[config.mk]
export PLATFORM = sky130hd
export DESIGN_NAME = clock_set_ctrl
export DESIGN_NICKNAME = d
export VERILOG_FILES = /design/src/rtl/clock_set_ctrl.sv
export SDC_FILE = /design/constraint.sdc
export NUM_CORES = 1
export LEC_CHECK = 0
export ABC_AREA = 1
export CAP_MARGIN = 15
export CORE_AREA = 3 3 48 50
export CTS_BUF_LIST = sky130_fd_sc_hd__clkbuf_16
export DETAILED_ROUTE_END_ITERATION = 10
export DIE_AREA = 0 0 51 53
export GPL_TIMING_DRIVEN = 1
export PLACE_DENSITY = 0.77
export SYNTH_ARGS = -nofsm -noshare
export SYNTH_HDL_FRONTEND = slang
export SYNTH_SLANG_ARGS = --single-unit
[constraint.sdc]
create_clock -name CLK -period 2.75 [get_ports CLK]
set_clock_uncertainty 0.2 [all_clocks]
set_input_delay 0.55 -clock CLK [delete_from_list [all_inputs] [get_ports CLK]]
set_output_delay 0.55 -clock CLK [all_outputs]
set_load 0.05 [all_outputs]
[src/rtl/clock_set_ctrl.sv]
// Time-of-day set controller: runs the seconds/minutes/hours increment chain
// in RUN, and in the set modes turns the up button (single press plus
// auto-repeat) into field adjustments. Returns to RUN after an idle timeout.
module clock_set_ctrl #(
  parameter int unsigned RPT_DLY = 2,
  parameter int unsigned TIMEOUT = 30
) (
  input  logic       CLK,
  input  logic       RST,
  input  logic       EN1HZ,
  input  logic       FASTTICK,
  input  logic       MODEP,
  input  logic       UPLVL,
  input  logic       SEC_MAX,
  input  logic       MIN_MAX,
  output logic       SECINC,
  output logic       MININC,
  output logic       HOURINC,
  output logic       SECCLR,
  output logic       MINCLR,
  output logic       HOURCLR,
  output logic [1:0] MODE,
  output logic       BLINK
);

  typedef enum logic [1:0] {
    RUN      = 2'd0,
    SET_HOUR = 2'd1,
    SET_MIN  = 2'd2,
    SET_SEC  = 2'd3
  } state_t;

  localparam logic [3:0] RPT_LIM = 4'(RPT_DLY);
  localparam logic [6:0] TO_LIM  = 7'(TIMEOUT);

  state_t     state_q, state_d;
  logic [3:0] hold_q, hold_d;
  logic [5:0] idle_q, idle_d;
  logic       upl_q, upl_d;
  logic       blink_q, blink_d;
  logic       secinc_q, secinc_d;
  logic       mininc_q, mininc_d;
  logic       hourinc_q, hourinc_d;
  logic       secclr_q, secclr_d;

  logic       up_rise;
  logic       up_rpt;
  logic       up_ev;
  logic       in_set;
  logic       timeout;
  logic       changing;

  // Next-state, counters and registered output values.
  always_comb begin
    up_rise  = UPLVL & ~upl_q;
    // Repeat uses the pre-increment hold count, so the first repeat lands on
    // the tick after the count reaches the limit.
    up_rpt   = FASTTICK & UPLVL & ~up_rise & (hold_q >= RPT_LIM);
    up_ev    = up_rise | up_rpt;
    in_set   = (state_q != RUN);
    timeout  = in_set & EN1HZ & (({1'b0, idle_q} + 7'd1) >= TO_LIM);

    state_d = state_q;
    if (MODEP) begin
      case (state_q)
        RUN:      state_d = SET_HOUR;
        SET_HOUR: state_d = SET_MIN;
        SET_MIN:  state_d = SET_SEC;
        default:  state_d = RUN;
      endcase
    end else if (timeout) begin
      state_d = RUN;
    end
    changing = (state_d != state_q);

    upl_d = UPLVL;

    hold_d = hold_q;
    if (changing || up_rise) begin
      hold_d = '0;
    end else if (FASTTICK && UPLVL && (hold_q < RPT_LIM)) begin
      hold_d = hold_q + 4'd1;
    end

    idle_d = idle_q;
    if (up_ev || MODEP || changing || (state_d == RUN)) begin
      idle_d = '0;
    end else if (EN1HZ) begin
      idle_d = idle_q + 6'd1;
    end

    blink_d = blink_q;
    if (changing || (state_d == RUN) || UPLVL) begin
      blink_d = 1'b1;
    end else if (FASTTICK) begin
      blink_d = ~blink_q;
    end

    // Actions always follow the state sampled on this edge, even when the
    // state advances at the same time.
    secclr_d  = (state_q == SET_SEC) & up_ev;
    secinc_d  = (state_q == RUN) & EN1HZ & ~secclr_d;
    mininc_d  = ((state_q == RUN) & EN1HZ & SEC_MAX) |
                ((state_q == SET_MIN) & up_ev);
    hourinc_d = ((state_q == RUN) & EN1HZ & SEC_MAX & MIN_MAX) |
                ((state_q == SET_HOUR) & up_ev);
  end

  // State and output registers; reset holds the counters cleared and strobes
  // the clear outputs.
  always_ff @(posedge CLK) begin
    if (RST) begin
      state_q   <= RUN;
      hold_q    <= '0;
      idle_q    <= '0;
      upl_q     <= 1'b0;
      blink_q   <= 1'b1;
      secinc_q  <= 1'b0;
      mininc_q  <= 1'b0;
      hourinc_q <= 1'b0;
      secclr_q  <= 1'b1;
      MINCLR    <= 1'b1;
      HOURCLR   <= 1'b1;
    end else begin
      state_q   <= state_d;
      hold_q    <= hold_d;
      idle_q    <= idle_d;
      upl_q     <= upl_d;
      blink_q   <= blink_d;
      secinc_q  <= secinc_d;
      mininc_q  <= mininc_d;
      hourinc_q <= hourinc_d;
      secclr_q  <= secclr_d;
      MINCLR    <= 1'b0;
      HOURCLR   <= 1'b0;
    end
  end

  // Output mapping.
  always_comb begin
    MODE    = state_q;
    BLINK   = blink_q;
    SECINC  = secinc_q;
    MININC  = mininc_q;
    HOURINC = hourinc_q;
    SECCLR  = secclr_q;
  end

endmodule
---- After elaboration in Yosys (flattened, before gate mapping) ----
Index checks and enable logic that the tools add are counted.
word-level totals
  register bits ........................... 19
  input bits .............................. 8
cells by class
  $add $sub $neg .......................... 3
  magnitude comparators ................... 3
  eq/ne operators ......................... 4
  multiplexer cells ....................... 4
  bitwise logic cells ..................... 20
  reductions and logical operators ........ 14
operators by type and width
  cell                                                                number
  AND 1 bit                                                           13
  adder 6 x 1 -> 7 bit (second input constant)                        1
  greater-or-equal comparator 7 x 5 -> 1 bit (second input constant)  1
  adder 6 x 1 -> 6 bit (second input constant)                        1
  logical OR 1 bit                                                    6
  case mux 2 bit (3 select lines)                                     1
  OR reduction 2 bit                                                  3
  adder 4 x 1 -> 4 bit (second input constant)                        1
  == test 2 bit (second input constant)                               2
  greater-or-equal comparator 4 x 2 -> 1 bit (second input constant)  1
  zero test 2 bit                                                     2
  < comparator 4 x 2 -> 1 bit (second input constant)                 1
  2-to-1 mux 2 bit                                                    2
  NOT 1 bit                                                           4
  OR 1 bit                                                            3
  == test 2 x 1 -> 1 bit (second input constant)                      1
  logical AND 1 bit                                                   2
  inequality test 2 bit                                               1
  nonzero test 2 bit                                                  1
  2-to-1 mux 1 bit                                                    1

---- Longest topological paths before layout ----
  depth in word-level cells ............... 10
  mapped depth ............................ 15

---- Worst setup path after synthesis ----
OpenSTA, ideal clock, no wires.
  path type ............................... register to register
  from .................................... register state_q[0] (netlist: MODE[0])
  to ...................................... register idle_q[1]
  library setup time ...................... 0.119 ns
  data arrival time ....................... 1.820 ns
  data required time ...................... 2.431 ns
  setup slack ............................. 0.611 ns
  stages on the path, launching flop included .. 11
  path buffers ............................ 0
  clock period less this slack ............ 2.139 ns
  cells stage by stage .................... dfxtp_1 -> inv_1 -> ha_1 -> nor2_1 -> nand2_2 -> nand2_1 -> nand2_1 -> nand2_2 -> nand2_2 -> nand4_4 -> nor2_2
on the way
  longest elaborated chain between the ends .. 9
  elaborated cells on any way between the ends .. 14
RTL lines
  element                                  RTL line  text
  from (decl)                              36        state_t state_q, state_d;
  from (signal assigned)                   125       state_q <= state_d;
  nonzero test 2 bit                       60        in_set = (state_q != RUN);
  AND 1 bit (2 in series)                  61        timeout = in_set & EN1HZ & (({1'b0, idle_q} + 7'd1) >= TO_LIM);
  2-to-1 mux 2 bit                         71        end else if (timeout) begin
  2-to-1 mux 2 bit                         64        if (MODEP) begin
  inequality test 2 bit                    74        changing = (state_d != state_q);
  logical OR 1 bit                         86        if (up_ev || MODEP || changing || (state_d == RUN)) begin
  logical OR 1 bit (*)                     86
  OR reduction 2 bit (no source line) (*)  --
  to (signal assigned)                     127       idle_q <= idle_d;
  to (decl)                                38        logic [5:0] idle_q, idle_d;
Mark *: on every way between the ends. The rest lies on a longest branch, timed or not.
A chain may end at the register's enable or synchronous reset.

---- Worst setup path in the final report ----
  from .................................... register state_q[0] (netlist: MODE[0])
  to ...................................... output port MODE[0]
RTL lines
  element    RTL line  text
  to (decl)  22        output logic [1:0] MODE,
No word-level cell between the ends.

==> key figures <==
Outcome
  – Status: finished clean

Yosys
  – Most area-hungry cell type in the Yosys netlist: dfxtp_1
  – Mapped Nets: 153
  – Syn Std Cell Area: 1050 um^2
  – Post-synthesis area per instance: 7.69 um^2
  – Post-synth ARST share: 0%
  – Yosys top cell area share: 36.1%
  – Top-count cell post-synth: nand2_1
  – Ys flop type: dfxtp_1
  – Commonest cells post-synth: nand2_1, inv_1, dfxtp_1, nor2_1, ha_1
  – Syn Inst Count: 137
  – Top post-synthesis cells by area: dfxtp_1, ha_1, nand2_1
  – EDFF count, synth: 0
  – Yosys cell types: 26
  – Register area share after synthesis: 36.1%
  – Seq cells post-synth: 19
  – Warnings from Yosys: 0

Clock network
  – CTS sink count: 19
  – Post_cts resized: 0
  – Post-CTS Setup Bufs: 0
  – Longest Clk Path Bufs: 2
  – Num CTS Buffers: 3
  – CTS tree: yes
  – Clock transition at the registers of the reported paths: 0.05 ns
  – Clock Latency Late Sink: 0.24 ns
  – Clock Tree Root: clkbuf_16
  – H-tree levels: 1
  – Hold_buf cts: 0

Cells and area
  – Post-route cell area: 1320 um^2
  – Post-layout util: 68.2%
  – P&R area growth vs syn: 25.7%
  – Non-Filler Instances: 183
  – Share of cells above drive strength 1: 15.4%
  – Final nets: 173
  – # diodes: 0

STA
  – Period utilization: 83.6%
  – Final setup viols: 0
  – Achievable Freq: 435 MHz
  – Hold Vio Cnt, Final: 0
  – Final min period: 2.30 ns
  – Hold WS: 0.235 ns
  – Post-Route Setup TNS: 0 ns
  – Relative slew slack: 58.3%
  – RSZ-0062 raised after global routing: false
  – Final WS setup: 0.451 ns
  – Worst Tran Pin Value: 0.619 ns
  – Final Slew Violations: 0

Detailed routing
  – Vias per inst: 4.82
  – Number of detailed-route iterations in the first pass: 4
  – Via count: 882
  – Drt wl/cell: 11.5 um
  – Antenna Violating Nets Remaining: 0
  – DR iter-0 viols: 31
  – DRC Markers: 0
  – Final wirelength: 2100 um

Global routing
  – Met2 Resource Use GR: 29.4%
  – Remaining global-route overflow: 0
  – First-pass GRT wire length: 3590 um
  – Largest net degree at the start of global routing: 12
  – Grt peak-use layer: met2
  – GR Util met1: 23.3%
  – Gr usage total: 17.8%
  – Initial antenna violation count: 0
  – Vias in the first global route: 833
  – GR Layer Usage met3: 3.66%

Worst setup path
  – Crit path required time: 2.00 ns
  – WP data arrival: 1.55 ns
  – Worst path buffer plus inverter count: 1
  – Critical path class: reg -> out
  – Crit. End Element: output pin
  – Critical Path Fanout Max: 6
  – Crit path largest cell delay: 0.86 ns
  – Top delay family on crit path: buffers and inverters
  – Cells along the critical path: clkdlybuf4s50_1
  – Crit start category: flip-flop
  – Slowest cell on crit path: clkdlybuf4s50_1

Floorplan
  – Die ar.: 2700 um^2
  – # IOs: 17
  – Initial Util: 54.3%
  – Die Y: 53 um
  – Cell Rows: 16
  – Core footprint: 1940 um^2
  – Chip width: 51 um

Min path
  – Hold WC Path Type: reg -> reg

Placement
  – Post-place setup slack: 0.501 ns
  – Dpl cells: 179
  – Placed cell area: 1240 um^2
  – Hpwl dp: 1650 um
  – Buffers on Ports: 16
  – Routability Congestion: 0.795

Pwr
  – Leakage: 0.596 nW
  – Power Dens Cells: 551 nW/um^2
  – Worst vdd ir: 0.388 mV
  – Overall power: 0.729 mW

Job
  – Max Cap Viol: 0
## cells by family (layout without fill, tap and decap cells)
| group | Yosys count | after routing | synth area share (%) |
|---|---|---|---|
| DFF | 19 | 19 | 36.1 |
| and+or+nand+nor | 68 | 68 | 34.8 |
| adders and majority gates | 8 | 8 | 9.50 |
| buffers and inverters | 25 | 44 | 9.26 |
| xor gates and xnor gates | 4 | 4 | 3.33 |
| AOI/OAI and AO/OA | 13 | 13 | 7.01 |
## cells in the final DEF, fill, tap and decap left out, types with 5 or more instances in the layout
cell type / netlist / routed
nor2_1: 17 / 17
clkdlybuf4s50_1: 0 / 16
dfxtp_1: 19 / 19
nand2_2: 5 / 5
nand3_1: 5 / 5
inv_1: 21 / 21
ha_1: 8 / 8
a21oi_1: 5 / 5
nor2_2: 6 / 6
nand2_1: 25 / 25
## state kept, by name, indices dropped and copies added, names as in the netlist
name and count:
BLINK 1, MININC 1, MODE 2, hold_q 4, SECCLR 1, upl_q 1
SECINC 1, HOURCLR 1, idle_q 6, HOURINC 1
## tightest hold or removal path, stage by stage (launching register included)
cell and delay [ns]:
dfxtp_1 0.31, inv_1 0.05, nor2_1 0.04
## report_power, final
part | total, mW | switching (mW) | internal [mW]
clock network | 0.291 | 0.0966 | 0.194
registers | 0.294 | 0.00783 | 0.286
logic | 0.144 | 0.0923 | 0.0521
total | 0.729 | 0.197 | 0.532
## metal layers
layer	share of wire, %	up-vias	wire length [um]
met1	48	397	1010
met5	0	-	0
met2	47	19	981
li1	-	464	-
met3	4.6	2	96
met4	0.29	0	6
## layout make-up
class	instances	area, um^2
fillers	169	618
multi-input cells	93	576
flip-flops and latches	19	380
repair buffers	17	168
inverters	23	86.3
clock buffers	3	75.1
well taps	27	33.8
clock inverters	1	5.00
## worst paths after layout
check / startpoint / to / slack (ns) / cells past startpoint
setup / recovery: MODE[0] / MODE[0] / 0.45 / 1
hold / removal: hold_q[3] / hold_q[3] / 0.23 / 2
setup reg to reg: idle_q[0] / idle_q[5] / 0.71 / 15
hold reg to reg: hold_q[3] / hold_q[3] / 0.23 / 2
No activity file was read; power rests on OpenSTA's default activity.
